$ cat src/rtl/adder_share_pkg.sv
// adder_share_pkg: shared constants and cyclic priority helper for the shared mantissa adder
package adder_share_pkg;
    localparam int MANT_W = 23;
    localparam int NUM_REQ_DEF = 4;
    localparam int ID_W_DEF = 2;

    function automatic int rr_slot(input int ptr, input int off, input int n);
        return (ptr + off) % n;
    endfunction
endpackage

$ cat src/rtl/adder_23bit.sv
// adder_23bit: combinational 23-bit ripple-carry adder
module adder_23bit (
    input  logic [22:0] a,
    input  logic [22:0] b,
    input  logic        cin,
    output logic [22:0] sum,
    output logic        cout
);
    logic [23:0] c;
    // ripple the carry bit by bit from the lsb
    always_comb begin
        c[0] = cin;
        for (int i = 0; i < 23; i++) begin
            sum[i] = a[i] ^ b[i] ^ c[i];
            c[i+1] = (a[i] & b[i]) | (c[i] & (a[i] ^ b[i]));
        end
    end
    assign cout = c[23];
endmodule

$ cat src/rtl/rr_arbiter.sv
// rr_arbiter: round-robin grant with pointer advancing past each winner
module rr_arbiter
    import adder_share_pkg::*;
#(
    parameter int NUM_REQ = NUM_REQ_DEF,
    parameter int ID_W = $clog2(NUM_REQ)
) (
    input  logic               clk,
    input  logic               rst_n,
    input  logic [NUM_REQ-1:0] req,
    input  logic               advance,
    output logic [NUM_REQ-1:0] grant,
    output logic [ID_W-1:0]    grant_id
);
    logic [ID_W-1:0] ptr;
    logic [ID_W-1:0] k;
    // scan from the farthest slot back to ptr so the nearest requester wins
    always_comb begin
        grant = '0;
        grant_id = '0;
        k = '0;
        for (int j = NUM_REQ - 1; j >= 0; j--) begin
            k = ID_W'(rr_slot(int'(ptr), j, NUM_REQ));
            if (req[k]) begin
                grant = '0;
                grant[k] = 1'b1;
                grant_id = k;
            end
        end
    end
    // pointer moves to the slot after the accepted requester
    always_ff @(posedge clk) begin
        if (!rst_n) ptr <= '0;
        else if (advance) ptr <= (grant_id == ID_W'(NUM_REQ - 1)) ? '0 : grant_id + 1'b1;
    end
endmodule

$ cat src/rtl/adder_share_arbiter.sv
// adder_share_arbiter: round-robin sharing of one 23-bit adder with a registered, tagged result
module adder_share_arbiter
    import adder_share_pkg::*;
#(
    parameter int NUM_REQ = NUM_REQ_DEF,
    parameter int ID_W = ID_W_DEF,
    parameter int CNT_W = 16
) (
    input  logic                      clk,
    input  logic                      rst_n,
    input  logic [NUM_REQ-1:0]        req_valid,
    output logic [NUM_REQ-1:0]        req_ready,
    input  logic [NUM_REQ*MANT_W-1:0] req_a,
    input  logic [NUM_REQ*MANT_W-1:0] req_b,
    output logic                      res_valid,
    input  logic                      res_ready,
    output logic [MANT_W-1:0]         res_sum,
    output logic                      res_carry,
    output logic [ID_W-1:0]           res_id,
    output logic [CNT_W-1:0]          op_count
);
    logic               can_load;
    logic               xfer;
    logic [NUM_REQ-1:0] grant;
    logic [ID_W-1:0]    grant_id;
    logic [MANT_W-1:0]  a_sel;
    logic [MANT_W-1:0]  b_sel;
    logic [MANT_W-1:0]  sum;
    logic               carry;

    assign can_load  = !res_valid || res_ready;
    assign req_ready = (rst_n && can_load) ? grant : '0;
    assign xfer      = |(req_valid & req_ready);
    assign a_sel     = req_a[grant_id*MANT_W +: MANT_W];
    assign b_sel     = req_b[grant_id*MANT_W +: MANT_W];

    rr_arbiter #(.NUM_REQ(NUM_REQ), .ID_W(ID_W)) u_arb (
        .clk(clk),
        .rst_n(rst_n),
        .req(req_valid),
        .advance(xfer),
        .grant(grant),
        .grant_id(grant_id)
    );

    adder_23bit u_add (
        .a(a_sel),
        .b(b_sel),
        .cin(1'b0),
        .sum(sum),
        .cout(carry)
    );

    // single-entry result buffer; a load overwrites while draining, a bare drain empties it
    always_ff @(posedge clk) begin
        if (!rst_n) begin
            res_valid <= 1'b0;
            res_sum <= '0;
            res_carry <= 1'b0;
            res_id <= '0;
            op_count <= '0;
        end else begin
            if (xfer) begin
                res_valid <= 1'b1;
                res_sum <= sum;
                res_carry <= carry;
                res_id <= grant_id;
            end else if (res_ready) begin
                res_valid <= 1'b0;
            end
            if (res_valid && res_ready && op_count != '1) op_count <= op_count + 1'b1;
        end
    end
endmodule

$ cat config.mk
export PLATFORM = sky130hd
export DESIGN_NAME = adder_share_arbiter
export DESIGN_NICKNAME = d
export VERILOG_FILES = /design/src/rtl/adder_share_pkg.sv /design/src/rtl/adder_23bit.sv /design/src/rtl/rr_arbiter.sv /design/src/rtl/adder_share_arbiter.sv
export SDC_FILE = /design/constraint.sdc
export NUM_CORES = 1
export LEC_CHECK = 0
export ABC_CLOCK_PERIOD_IN_PS = 21700
export CAP_MARGIN = 25
export CORE_MARGIN = 3
export CORE_UTILIZATION = 40
export CTS_BUF_LIST = sky130_fd_sc_hd__clkbuf_8
export DETAILED_ROUTE_END_ITERATION = 8
export GPL_ROUTABILITY_DRIVEN = 0
export PLACE_DENSITY = 0.81
export SETUP_SLACK_MARGIN = 0.5
export SYNTH_ARGS = -nofsm -noshare
export SYNTH_HDL_FRONTEND = slang
export SYNTH_SLANG_ARGS = --single-unit
$ cat constraint.sdc
create_clock -name clk -period 21.7 [get_ports clk]
set_input_delay 4.34 -clock clk [delete_from_list [all_inputs] [get_ports clk]]
set_output_delay 4.34 -clock clk [all_outputs]
set_load 0.005 [all_outputs]
Word level (Yosys, flattened, before mapping):

Index checks and enable logic that the tools add are counted.

* add/sub/neg operators: 5
* multiply operators: 1
* div/mod/pow operators: 0
* magnitude comparators: 8
* equality and inequality tests: 2
* shift operators: 2
* muxes and demuxes: 28
* bitwise logic cells: 113
* reductions and logical operators: 11

Operators by type and width (number)
* $shiftx A92 B8 Y23: 2
* $and A1 B1 Y1: 45
* $xor A1 B1 Y1: 45
* $or A1 B1 Y1: 22
* $mux W4: 5
* $add A16 B1 Y16 const B: 1
* $ne A16 B16 Y1 const B: 1
* $lt A2 B3 Y1 const B: 4
* $mux W1: 10
* $mux W2: 5
* $bmux W1 S2: 4
* $demux W1 S2: 4
* $ge A2 B1 Y1 const B: 4
* $logic_and A1 B1 Y1: 7
* $mul A2 B5 Y7 const B: 1
* $add A2 B1 Y2 const B: 2
* $add A2 B2 Y2 const B: 2
* $and A4 B4 Y4: 1
* $reduce_or A4 Y1: 1
* $eq A2 B2 Y1 const B: 1
* $reduce_bool A2 Y1: 1
* $logic_not A1 Y1: 1
* $logic_or A1 B1 Y1: 1

* bits in registers: 45
* bits in latches: 0
* RAM bits: 0
* bits in read-only memories: 0
* bits of input ports: 191
* output and inout port bits: 47
* memories kept: 0

Longest topological paths before layout:

Gate-level depths: netlist of the first run.

* depth after elaboration: 54
* gate-level depth with buffers: 42
* mapped depth without buffers: 37

By module:

From an unflattened synthesis of the first run, not the netlist that was laid out.

* cell total of the unflattened synthesis: 335
* area, all modules: 3890.0 um2

Modules (own cells, without submodules)
* adder_share_arbiter: instances 1, cells an instance 250, area an instance 2874.0 um2
* rr_arbiter: instances 1, cells an instance 52, area an instance 518.0 um2
* adder_23bit: instances 1, cells an instance 33, area an instance 498.0 um2

Least setup slack after synthesis of the first run:

Ideal clock, no wire load.

* kind: input-to-reg
* start point: in req_valid[2]
* end point: reg res_sum[22]
* setup time: 0.121 ns
* data arrival time: 14.708 ns
* data required time: 21.579 ns
* path slack: 6.871 ns
* stages: 38
* cells stage by stage: buf_2 mux4_2 nor2b_4 o21ai_0 o21ai_1 buf_2 clkbuf_1 a211oi_1 a31oi_1 ha_1 inv_1 fa_1 fa_1 fa_1 fa_1 fa_1 fa_1 fa_1 [... 2 more ...] fa_1 fa_1 fa_1 fa_1 fa_1 fa_1 inv_1 fa_1 inv_1 fa_1 fa_1 fa_1 fa_1 fa_1 inv_1 fa_1 nand2_1 mux2i_1

* longest elaborated chain between the ends: 52

Ends and longest elaborated chain
* start: declaration: RTL line adder_share_arbiter.sv:11 `input logic [NUM_REQ-1:0] req_valid,`
* $bmux W1 S2: RTL line rr_arbiter.sv:24 `if (req[k]) begin`
* $mux W1 (not written as such): RTL line rr_arbiter.sv:24
* $mux W2 (3 in series): RTL line rr_arbiter.sv:24
* $mux W2 *: RTL line rr_arbiter.sv:24
* $mul A2 B5 Y7 *: RTL line adder_share_arbiter.sv:34, adder_share_arbiter.sv:35
* $shiftx A92 B8 Y23, on equally long branches: RTL line adder_share_arbiter.sv:34, adder_share_arbiter.sv:35
* $and A1 B1 Y1 or $xor A1 B1 Y1 (tied branches): RTL line adder_23bit.sv:15 `c[i+1] = (a[i] & b[i]) | (c[i] & (a[i] ^ b[i]));`
* $and A1 B1 Y1: RTL line adder_23bit.sv:15
* [... 35 more ...]
* $and A1 B1 Y1: RTL line adder_23bit.sv:15
* $or A1 B1 Y1: RTL line adder_23bit.sv:15
* $and A1 B1 Y1: RTL line adder_23bit.sv:15
* $or A1 B1 Y1: RTL line adder_23bit.sv:15
* $and A1 B1 Y1: RTL line adder_23bit.sv:15
* $or A1 B1 Y1: RTL line adder_23bit.sv:15
* $xor A1 B1 Y1 *: RTL line adder_23bit.sv:14 `sum[i] = a[i] ^ b[i] ^ c[i];`
* named net sum[22]: RTL line adder_share_arbiter.sv:28 `logic [MANT_W-1:0] sum;`
* end signal: assignment: RTL line adder_share_arbiter.sv:65 `res_sum <= sum;`
* end: declaration: RTL line adder_share_arbiter.sv:17 `output logic [MANT_W-1:0] res_sum,`

Mark *: on every way through the listed nets, which the timed path passes. The rest lies on a longest branch. The select of a mux whose other input is x is not followed.
A chain may end at the register's enable or synchronous reset.

Final worst setup path of the first run:

* start point: in req_valid[1]
* end point: reg res_sum[22]

Same word-level chain as after synthesis.

==> results.md, run 1 <==
- The run finished with clean final reports.
- The total power per unit cell area is roughly 110 mW/mm^2.
- Summing the areas of all fa, ha and maj instances in the mapped netlist gives around an eighth of the synthesized area.
- The post-synthesis share of cell area spent on xor and xnor gates is ~2.8%.
- The type of destination of the critical path is a flop.
- The stage delay of the slowest cell on the critical path is about 0.62 ns.
- The most frequent standard cell in the layout excluding fill and tap cells is sky130_fd_sc_hd__nand2_1.
- The number of antenna violations at the first check in global routing came to 0.
- Entering global routing, the biggest net connects 96 pins.
- In the synthesized netlist, mux cells make up a little under 10% of the area.
- The violation count after the first detailed-routing iteration is 401.
- The clock reaches the later pin of the worst-skew pair after about 0.30 ns.
- The largest delay contributor family on the critical path is adder cells.
- The leakage power total is approximately 2.9 nW.
- Synthesis inferred 45 register bits.
- Relative to the synthesized area, the layout overhead comes to 56.2%.
- The setup slack at placement is about 5.4 ns.
- The total overflow left after global routing is 0.
- Sequential cells were found to cover 20.3% of the synthesized design area.
- The sum of buffers and inverters on the critical path is 6.
- The x dimension of the die is between 100 and 150 um.
- At the worst endpoint, the required time is between 20 and 25 ns.
- The worst hold path belongs to the class flop to flop.
- The area of the die is ~0.012 sq mm.
- Pin placement for this block handled around 240 I/O pins.
- The number of standard cells after synthesis is approximately 650.
- The final routed wirelength across all metal layers is roughly 15,000 um.
- The via count is just over 5,000.
- Summing the areas of all and, or, nand and nor instances in the mapped netlist gives between 30% and 40% of the synthesized area.
- The maximum buffer depth of the clock tree is 2.
- Across the VDD grid, the largest voltage drop is roughly 57 uV.
- The highest net fanout along the worst path is 95.
- Of all cell types, the one taking the most synthesized area is sky130_fd_sc_hd__nand2_1.
- Fill cells in the final layout number approximately 900.
- TritonCTS created 5 clock buffers.
- After layout, the minimum clock period comes to approximately 16 ns.
- The mean number of vias per cell is ~5.2.
- The residual antenna-violating net count after detailed routing is 0.
- The highest clock frequency the design can meet is just over 60 MHz.
- After synthesis, the largest family of logic cells by area is simple AND/OR/NAND/NOR gates.
- The number of warnings reported in the yosys synthesis log is 0.
- The count of input and output buffers is around 240.
- The multi-input combinational cell area is between 0.003 and 0.004 sq mm.
- By area the synthesized netlist is led by sky130_fd_sc_hd__nand2_1 21%, sky130_fd_sc_hd__dfxtp_1 20%, sky130_fd_sc_hd__fa_1 9.9%.
- For this run, the leading register cell type out of synthesis is sky130_fd_sc_hd__dfxtp_1.
- Of the cells placed in the final design, the portion with a size suffix greater than 1 is about 3.4%.
- Counting every net in the synthesized netlist gives between 800 and 900.
- In the finished design, the share of the clock period the worst path needs comes to 74.5%.
- The CTS tree is yes.
- The number of max-cap violations is 0.
- The hold buffer count at CTS is 0.
- The compound-cell area share of the yosys netlist is 12.0%.
- In the synthesized netlist the async set-or-reset flop fraction comes to 0%.
- The worst slew margin relative to its limit is a little over a third.
- The die is between 100 and 150 um tall.
- The first-pass iteration count of the detailed router is 5.
- The sequential cell area is ~900 sq um.
- For this configuration, the core starts out at a cell density of 42.1%.
- The transition time at the pin with the least slew margin is between 0.9 and 1 ns.
- The worst path meets setup with approximately 5.5 ns of slack.
- The total setup buffers inserted after CTS is 0.
- The first global-routing pass estimated around 24,000 um of wire.
- The number of inserted diodes is 0.
- Detailed placement finished with a half-perimeter wire length of 12,300 um.
- The number of failing hold endpoints at the final stage is 0.
- The H-tree generated during clock tree synthesis spans 2 levels.
- The number of global-route vias before repair is about 4,800.
- The final number of max-transition violations is 0.
- STA classifies the critical path startpoint as an input port.
- The setup clock skew after layout is 0.0142 ns.
- The largest individual stage delay along the critical path comes from the cell sky130_fd_sc_hd__buf_4.
- After synthesis, the netlist uses 47 different library cells.
- After detailed routing, the average wire length per cell comes to approximately 15 um.
- A synthesized cell averages slightly below 7 sq um.
- The post-route worst hold slack is between 0.4 and 0.5 ns.
- For this run, the number of standard cells in the final layout without fillers is slightly below 1,000.
- The number of synthesized flops with an enable pin is 0.
- Setup repair after global routing left no endpoint under its margin.
- The number of nets at the end of the flow is between 1,000 and 1,500.
- Adding up every negative setup slack in the final design gives 0 ns.
- The area share of the largest cell type after synthesis is between 20% and 30%.
- In the global route stage, overall resource usage came out at between 20% and 30%.
- The total area inside the core boundary comes to ~0.011 sq mm.
- The tree built by TritonCTS fans out to 45 sinks.
- CTS placed an instance of sky130_fd_sc_hd__clkbuf_8 at the clock tree root.
- Measured on the finished design, the core utilization comes to between 60% and 70%.
- Clock-pin slew was measured on the worst setup and hold paths at around 0.090 ns.
- In the routed design, unresolved DRC markers number 0.
- Once placement completed, the tool counted placed cells totaling 980.
- The post-synthesis instance area is 0.00444 sq mm.
- The arrival time of the worst setup path is ~16 ns.
- The cell type with the highest occurrence count on the critical path is sky130_fd_sc_hd__fa_1.
- Gates resized during post-CTS repair numbered 0.
- The category of the most critical setup path is input port to flop.
- The number of failing setup endpoints in the final timing report is 0.
- The initialized floorplan defines 37 standard-cell rows.
- The library cells used most frequently in the layout, excluding fill and tap cells, are 252 x sky130_fd_sc_hd__nand2_1, 236 x sky130_fd_sc_hd__clkdlybuf4s50_1, 53 x sky130_fd_sc_hd__nand3_1.
synth_stat cells, drive strengths merged, types with 2 or more instances:
library cell and n:
and2 9, xnor2 2, fa 22, dfxtp 45, mux2 3, nand2 252, and4 3, o21ai 51
and3 2, nand4 8, buf 16, nand3b 2, xor2 12, nor2b 3, mux4 2, mux2i 36
nand2b 21, ha 10, clkbuf 32, a21oi 4, nor2 19, or3b 2, a221oi 3, nand3 53
inv 10, a31oi 6, a211oi 11
area by class of cell:
| class | instances | area share (%) |
|---|---|---|
| Clock inverter | 3 | 0.361 |
| Sequential cell | 45 | 13.0 |
| Inverter | 11 | 0.595 |
| Clock buffer | 5 | 0.992 |
| Multi-Input combinational cell | 547 | 48.0 |
| Tap cell | 136 | 2.45 |
| Timing Repair Buffer | 241 | 34.6 |
report_power, final:
group	internal (mW)	total [mW]	switching, mW
sequential	0.0993	0.113	0.0135
clock	0.0233	0.0543	0.0310
combinational	0.276	0.589	0.313
total	0.398	0.756	0.358
per-stage QoR:
step | cell area, sq um | total power, mW
2_1_floorplan | 4440 | 0.518
3_3_place_gp | 6840 | 0.678
3_5_place_dp | 6840 | 0.707
4_1_cts | 6930 | 0.763
5_1_grt | 6930 | 0.843
6_report | 6930 | 0.756
metal layers:
metal	share of wire (%)	up-vias	GRT usage (%)	wire length, um
met5	0	-	0	0
met2	53	215	42.7	7960
met1	39	2321	27.0	5880
li1	-	2555	-	-
met3	5.4	35	3.70	817
met4	2.9	0	7.54	433
registers in the layout, summed over array words and instances, names as in the netlist:
register   count
op_count      16
res_valid      1
res_id         2
res_sum       23
res_carry      1
u_arb.ptr      2
cell families (layout without fill, tap and decap cells):
kind of cell    after synthesis  after routing
buf+inv                      59            260
flops                        45             45
compound gates               84             84
fa+ha+maj                    32             32
mux                          41             41
xor+xnor                     14             14
simple gates                376            376
worst min-delay path, delay by kind of cell, from the launching register on:
kind,cells,cell delay [ns]
DFF,1,0.32
and+or+nand+nor,1,0.05
muxes,1,0.05
final timing paths:
kind	slack, ns	cells after the start	from	to
max reg2reg	8.64	38	u_arb.ptr[0]	res_sum[22]
max	5.54	37	req_valid[1]	res_sum[22]
min reg2reg	0.46	2	res_sum[18]	res_sum[18]
min	0.46	2	res_sum[18]	res_sum[18]
Power figures use the tool's default switching activity.
==> run 2, diff against run 1 <==
--- a/config.mk
+++ b/config.mk
@@ -5,14 +5,14 @@
 export SDC_FILE = /design/constraint.sdc
 export NUM_CORES = 1
 export LEC_CHECK = 0
-export ABC_CLOCK_PERIOD_IN_PS = 21700
+export ABC_CLOCK_PERIOD_IN_PS = 13100
 export CAP_MARGIN = 25
 export CORE_MARGIN = 3
-export CORE_UTILIZATION = 40
+export CORE_UTILIZATION = 37
 export CTS_BUF_LIST = sky130_fd_sc_hd__clkbuf_8
 export DETAILED_ROUTE_END_ITERATION = 8
 export GPL_ROUTABILITY_DRIVEN = 0
-export PLACE_DENSITY = 0.81
+export PLACE_DENSITY = 0.79
 export SETUP_SLACK_MARGIN = 0.5
 export SYNTH_ARGS = -nofsm -noshare
 export SYNTH_HDL_FRONTEND = slang
==> constraint.sdc (replaced) <==
create_clock -name clk -period 13.1 [get_ports clk]
set_input_delay 2.62 -clock clk [delete_from_list [all_inputs] [get_ports clk]]
set_output_delay 2.62 -clock clk [all_outputs]
set_load 0.005 [all_outputs]
==> run 2 against run 1 <==
First-iteration DRC count grew 22%. Flip-flop and latch count is the same. Clock power grew 66%. Largest power group unchanged.
==> results.md, run 2 (synthesized netlist as in run 1, its figures left out) <==
- The run finished with clean final reports.
- The detail route stage leaves a number of antenna-violating nets equal to 0.
- The finished layout holds ~1,000 standard cells, fillers aside.
- The final number of max-transition violations is 0.
- The worst setup path is captured at a flop.
- The final route contains between 5,000 and 6,000 vias.
- The cell type with the highest occurrence count on the critical path is sky130_fd_sc_hd__fa_2.
- For the final database, setup skew stands at between 0.01 and 0.015 ns.
- Max-cap violations in this run came to 0.
- The path category of the worst min-delay check is flop to flop.
- The area added between synthesis and finish is 61.7%.
- The internal portion of total power is about 710 uW.
- The worst-case IR drop observed on VDD is around 110 uV.
- The first global-routing pass estimated roughly 23,000 um of wire.
- From left edge to right edge, the die measures between 100 and 150 um.
- Net switching is 46.6% of the power.
- The required time at the endpoint of the critical path is around 13 ns.
- The library cells used most frequently in the layout, excluding fill and tap cells, are 252 x sky130_fd_sc_hd__nand2_1, 232 x sky130_fd_sc_hd__clkdlybuf4s50_1, 53 x sky130_fd_sc_hd__nand3_1.
- In this run the worst path has a maximum fanout of 5.
- The pin count of the biggest net entering global routing is 67.
- The number of failing hold endpoints at the final stage is 0.
- The fraction of the cycle the final worst path needs is a little over nine tenths.
- The core area is 0.0116 sq mm.
- The total overflow left after global routing is 0.
- The number of rows in the core area is 39.
- For the pin with the worst max-slew slack, the measured transition is 0.839 ns.
- The library cell used most frequently in the layout, excluding fill and tap cells, is sky130_fd_sc_hd__nand2_1.
- The number of global-route vias before repair is roughly 4,800.
- The sum of negative setup slack is 0 ns.
- The kind of launch point of the worst setup path is an input port.
- Across every metal layer, demand over resource in global routing totals 21.7%.
- The count of filler cells inserted in the layout is approximately 1,100.
- The combinational share of power is 79.2%.
- The count of cells along the worst hold path is 2.
- The largest registers in the layout are res_sum (23), op_count (16).
- The arrival time of the worst setup path is around 12 ns.
- By startpoint and endpoint, the worst setup path is classified as input port to flop.
- Summed over all layers, the routed wires come to about 15,000 um.
- The HPWL after detailed placement is ~12,000 um.
- The stage delay of the slowest cell on the critical path is ~0.50 ns.
- The first detailed-routing pass ran for 5 iterations.
- The hold buffer count at CTS is 0.
- The endpoint with the worst hold slack is res_sum[13].
- The startpoint of the most critical hold path is res_sum[13].
- In this run, the number of DRC markers left after iteration 0 of detailed routing was approximately 500.
- The CTS tree is yes.
- The CTS buffer count is 5.
- The sequential group share of total power is 14.0%.
- The mean number of vias per cell is around 5.1.
- The number of antenna violations at the first check in global routing is 0.
- The slack of the worst reg-to-reg path is 1.60 ns.
- In this run the critical register-to-register path is captured at res_sum[22].
- The chip height is ~120 um.
- The clock share of power is under 10%.
- Of the cells placed in the final design, the portion with a size suffix greater than 1 is about 7.9%.
- The worst pin sits at a relative slew slack of 44.0%.
- The count of input and output buffers is approximately 240.
- The clock transition at the registers of the reported paths is approximately 0.09 ns.
- Pin placement for this block handled about 240 I/O pins.
- CTS built an H-tree with a depth of 2.
- The clock passes through at most 2 buffers.
- The slowest stage of the critical path is the sky130_fd_sc_hd__mux4_2 cell.
- The effective utilization at floorplan is between 30% and 40%.
- The leakage power total is around 3 nW.
- Clock latency on the worst-skew pair, taken at its later pin, is 0.30 ns.
- The register with the most flip-flops in the layout has 23 of them.
- The number of antenna diodes in the final layout is 0.
- Derived from the worst setup path, the maximum achievable clock frequency is 81.5 MHz.
- The number of failing setup endpoints in the final timing report is 0.
- The number of sinks on the clock net is 45.
- After detailed routing, the average wire length per cell comes to between 15 and 20 um.
- The floorplan step defined a die boundary enclosing around 0.013 sq mm.
- The net switching power figure is between 600 and 700 uW.
- The count of placed standard cells including taps is just over 1,000.
- After detailed routing, the number of remaining DRC violations is 0.
- The startpoint identified for the worst register-to-register timing path is u_arb.ptr[0].
- The clock period minus final worst setup slack is 12.27 ns.
- Ranked by flip-flop count, first place goes to res_sum.
- The number of nets at the end of the flow is 1,094.
- The worst register-to-register path has a depth of 38.
- The total power per unit cell area is 186 mW/mm^2.
- The CTS root buffer is sky130_fd_sc_hd__clkbuf_8.
- Setup repair after global routing left no endpoint under its margin.
run 2: layer usage:
| layer | global-route usage [%] | share of wire (%) |
|---|---|---|
| met1 | 27.0 | 42 |
| met2 | 38.7 | 50 |
| met3 | 3.76 | 5.7 |
| met4 | 6.03 | 2.1 |
| met5 | 0 | 0 |
run 2: worst max path at each step:
stage	start	cells after the start	slack, ns	endpoint
finish	req_valid[3]	37	0.83	res_sum[22]
detailed placement	req_valid[0]	36	-0.08	res_sum[22]
CTS	req_valid[2]	37	0.50	res_sum[22]
floorplan	req_valid[2]	38	0.53	res_sum[22]
global route	req_valid[3]	37	0.50	res_sum[22]
global placement	req_valid[3]	36	0.03	res_sum[22]
run 2: critical path: cells and delay by family:
kind	cells	cell delay, ns
adder cells (fa/ha/maj)	23	7.89
buffers and inverters	6	0.72
multiplexers	2	0.57
AO/OA/AOI/OAI	4	0.45
AND/OR/NAND/NOR	2	0.18
run 2: power groups by stage:
stage	Sequential [mW]	Combinational (mW)	Clock, mW
global route	0.191	1.19	0.100
global placement	0.190	1.03	0
finish	0.187	1.06	0.0903
CTS	0.187	1.06	0.0936
floorplan	0.183	0.696	0
detailed placement	0.190	1.05	0
run 2: layout make-up:
cell class	instances	area, sq um	area share (%)
clock buffers	5	68.8	0.958
multi-input cells	547	3380	47.1
well taps	143	179	2.49
inverters	11	41.3	0.575
flip-flops and latches	45	901	12.5
repair buffers	261	2580	36.0
clock inverters	3	25.0	0.348
run 2: timing repair:
item / in CTS / in global routing
cloned: 0 / 0
pin swaps: 1 / 4
buffers inserted: 0 / 0
gates resized for setup: 10 / 9
setup endpoints to repair: 2 / 3
run 2: stage by stage:
step	util (%)	hold slack [ns]	total power [mW]	instance area [sq um]	setup slack [ns]
3_3_place_gp	61.0	0.444	1.22	7050	0.0256
6_report	62.1	0.460	1.34	7180	0.827
3_5_place_dp	61.0	0.452	1.24	7050	-0.0830
4_1_cts	61.9	0.465	1.34	7160	0.500
2_1_floorplan	-	0.454	0.878	4480	0.535
5_1_grt	62.1	0.486	1.48	7180	0.497
==> run 3, diff against run 2 <==
--- a/config.mk
+++ b/config.mk
@@ -8,12 +8,13 @@
 export ABC_CLOCK_PERIOD_IN_PS = 13100
 export CAP_MARGIN = 25
 export CORE_MARGIN = 3
-export CORE_UTILIZATION = 37
+export CORE_UTILIZATION = 56
 export CTS_BUF_LIST = sky130_fd_sc_hd__clkbuf_8
 export DETAILED_ROUTE_END_ITERATION = 8
+export DONT_BUFFER_PORTS = 1
 export GPL_ROUTABILITY_DRIVEN = 0
-export PLACE_DENSITY = 0.79
-export SETUP_SLACK_MARGIN = 0.5
+export PLACE_DENSITY = 0.73
+export SETUP_SLACK_MARGIN = 0.1
 export SYNTH_ARGS = -nofsm -noshare
 export SYNTH_HDL_FRONTEND = slang
 export SYNTH_SLANG_ARGS = --single-unit
==> run 3 against run 2 <==
Largest cell class unchanged. Sequential share of layout area rose by 6.8 points. Power is 9.5% lower. Non-clock buffer count decreased by 245. Worst setup slack worse by 0.30 ns. Critical path type unchanged. Via count shrank 18%. Clock skew down 0.0037 ns. Die area fell by 32%. Flip-flop and latch count unchanged.
==> results.md, run 3 (synthesized netlist as in run 1, its figures left out) <==
- The CTS buffer count is 5.
- The fraction of the cycle the final worst path needs is between 90% and 100%.
- The longest clock path from root to sink contains 2 buffers.
- 0 antenna diodes ended up in the layout.
- The slack of the worst reg-to-reg path is roughly 1.0 ns.
- The CTS root buffer is sky130_fd_sc_hd__clkbuf_8.
- Once the floorplan was initialized, standard cells occupied between 50% and 60% of the core.
- After legalization and detailed placement, the total HPWL measured 10,300 um.
- On the final layout, the worst hold slack is ~0.5 ns.
- Setup repair after global routing left no endpoint under its margin.
- The number of antenna violations at the first check in global routing was 0.
- In the final layout, the registers with the most flip-flops are res_sum (23), op_count (16).
- The run finished with clean final reports.
- The first routing iteration left 223 violations.
- The path class of the tightest hold or removal check is flop to flop.
- The number of global-route vias before repair is around 4,000.
- For this design the top-level I/O count stands at 238.
- Across all layers, the routed design uses ~4,200 vias.
- The leakage power total is 2.07 nW.
- Max-cap violations in this run came to 0.
- In this run the worst setup path begins at req_valid[1].
- The initialized floorplan defines 31 standard-cell rows.
- The chip height is 95.0 um.
- Input and output buffers added on the ports amount to 0.
- The highest net fanout along the worst path is 11.
- For met1 alone, demand over resource in global routing was between 30% and 40%.
- The x dimension of the die is roughly 95 um.
- The total routing resource utilization after global routing is between 20% and 30%.
- In the final layout, the share of cells above drive strength 1 is under 10%.
- After layout, the worst setup slack is between 0.5 and 0.6 ns.
- The worst supply voltage drop on vdd is 249 uV.
- On the worst path, the slowest cell contributes a delay of 0.49 ns.
- The number of sinks on the clock net is 45.
- The pin count of the biggest net entering global routing is between 60 and 70.
- Ranked by flip-flop count, first place goes to res_sum.
- The number of failing hold endpoints at the final stage is 0.
- In the final design database the tool counted roughly 850 nets.
- For this design, the slowest cell found on the critical path is sky130_fd_sc_hd__mux4_2.
- The sum of buffers and inverters on the critical path is 4.
- Setup violations remaining at the end of the flow were counted as 0.
- STA puts the critical path data arrival time at approximately 13 ns.
- For this run, the detailed router's first-pass iteration total came to 4.
- The setup slack at placement is -0.0521 ns.
- The clock transition at the registers of the reported paths is 0.08 ns.
- STA classifies the critical path startpoint as an input port.
- The startpoint identified for the worst register-to-register timing path is u_arb.ptr[0].
- The CTS tree is yes.
- The final routed wire length divided by cell count is approximately 17 um.
- The core area is 0.00749 sq mm.
- The met2 routing resource usage after global routing is ~49%.
- The first-pass GRT wire length is 19,300 um.
- In the global route stage, met3 resource usage came out at a little over 4%.
- The count of nets left with antenna violations once routing finished came out at 0.
- The setup clock skew after layout is between 0.009 and 0.01 ns.
- The routed design has 12,600 um of wire.
- The cell type with the highest occurrence count on the critical path is sky130_fd_sc_hd__fa_1.
- The clock insertion delay at the later pin of the skew report is 0.30 ns.
- The CTS H-tree depth is 2.
- Dividing the detail-routed via count by the number of cells gives 5.85.
- The total power per unit cell area is about 260 mW/mm^2.
- The worst setup path is of the input port to flop kind.
- The clock period minus final worst setup slack is roughly 13 ns.
- The required time at the endpoint of the critical path is approximately 13 ns.
- The flip-flop count of the largest register, all copies and words added is 23.
- Hold repair after CTS inserted 0 buffers.
- The global routing stage identified its most utilized layer as met2.
- The share of the core filled with cells in the final layout is 62.2%.
- The worst slew margin relative to its limit is between 40% and 50%.
- The die covers between 0.009 and 0.01 sq mm.
- At the pin with the least slew margin, the transition time is between 0.7 and 0.8 ns.
- The library cells used most frequently in the layout, excluding fill and tap cells, are 252 x sky130_fd_sc_hd__nand2_1, 53 x sky130_fd_sc_hd__nand3_1, 48 x sky130_fd_sc_hd__o21ai_0.
- The largest delay contributor family on the critical path is adder cells.
- The area added between synthesis and finish is 4.90%.
- The aggregate global routing overflow is 0.
- The most frequent standard cell in the layout excluding fill and tap cells is sky130_fd_sc_hd__nand2_1.
- The type of destination of the critical path is a flop.
- The highest clock frequency the design can meet is roughly 80 MHz.
- After detailed routing, the number of remaining DRC violations is 0.
- The final number of max-transition violations is 0.
- The startpoint identified for the worst hold timing path is res_sum[8].
run 3: cell types whose count changed in the layout (fill, tap and decap cells not counted), moves of 2 or more:
cell / delta
sky130_fd_sc_hd__clkdlybuf4s50_1: -232
sky130_fd_sc_hd__fa_1: +15
sky130_fd_sc_hd__fa_2: -15
sky130_fd_sc_hd__buf_4: -7
sky130_fd_sc_hd__dlymetal6s2s_1: -3
sky130_fd_sc_hd__o21ai_0: +2
run 3: power breakdown:
group,switching [mW],leakage [nW],internal (mW)
Sequential,0.0318,0.367,0.165
Clock,0.0473,0.0595,0.0565
Combinational,0.503,1.65,0.407
run 3: what timing repair did:
item	CTS	global route
gates resized for setup	0	4
endpoints found under the setup margin	0	2
buffers inserted	0	6
run 3: worst paths after layout:
check,end,cells after the start
hold reg to reg,res_sum[8],2
setup / recovery,res_sum[22],35
setup reg to reg,res_sum[22],36
hold / removal,res_sum[8],2
run 3: per-stage QoR:
step / setup TNS, ns / power, mW / cells / area [sq um]
finish: 0 / 1.21 / 726 / 4660
detailed placement: -0.0521 / 1.09 / 712 / 4480
CTS: 0 / 1.19 / 720 / 4600
global route: 0 / 1.35 / 726 / 4660
global placement: 0 / 1.04 / 712 / 4480
floorplan: 0 / 0.862 / 651 / 4450
run 3: metal layers:
layer  vias to the layer above  wire length (um)
met1                      1950              4980
met5                         -                 0
li1                       2109                 -
met3                        16               786
met4                         0               176
met2                       174              6650
run 3: final cells by class:
class	count	area [sq um]
Clock buffer	5	68.8
Clock inverter	3	42.5
Fill cell	682	2830
Inverter	11	41.3
Multi-Input combinational cell	547	3340
Sequential cell	45	901
Tap cell	99	124
Timing Repair Buffer	16	145
run 3: tightest hold or removal path, stage by stage, from the launching register on:
cell and delay [ns]:
sky130_fd_sc_hd__dfxtp_1 0.33, sky130_fd_sc_hd__nand2_1 0.06, sky130_fd_sc_hd__mux2i_1 0.06
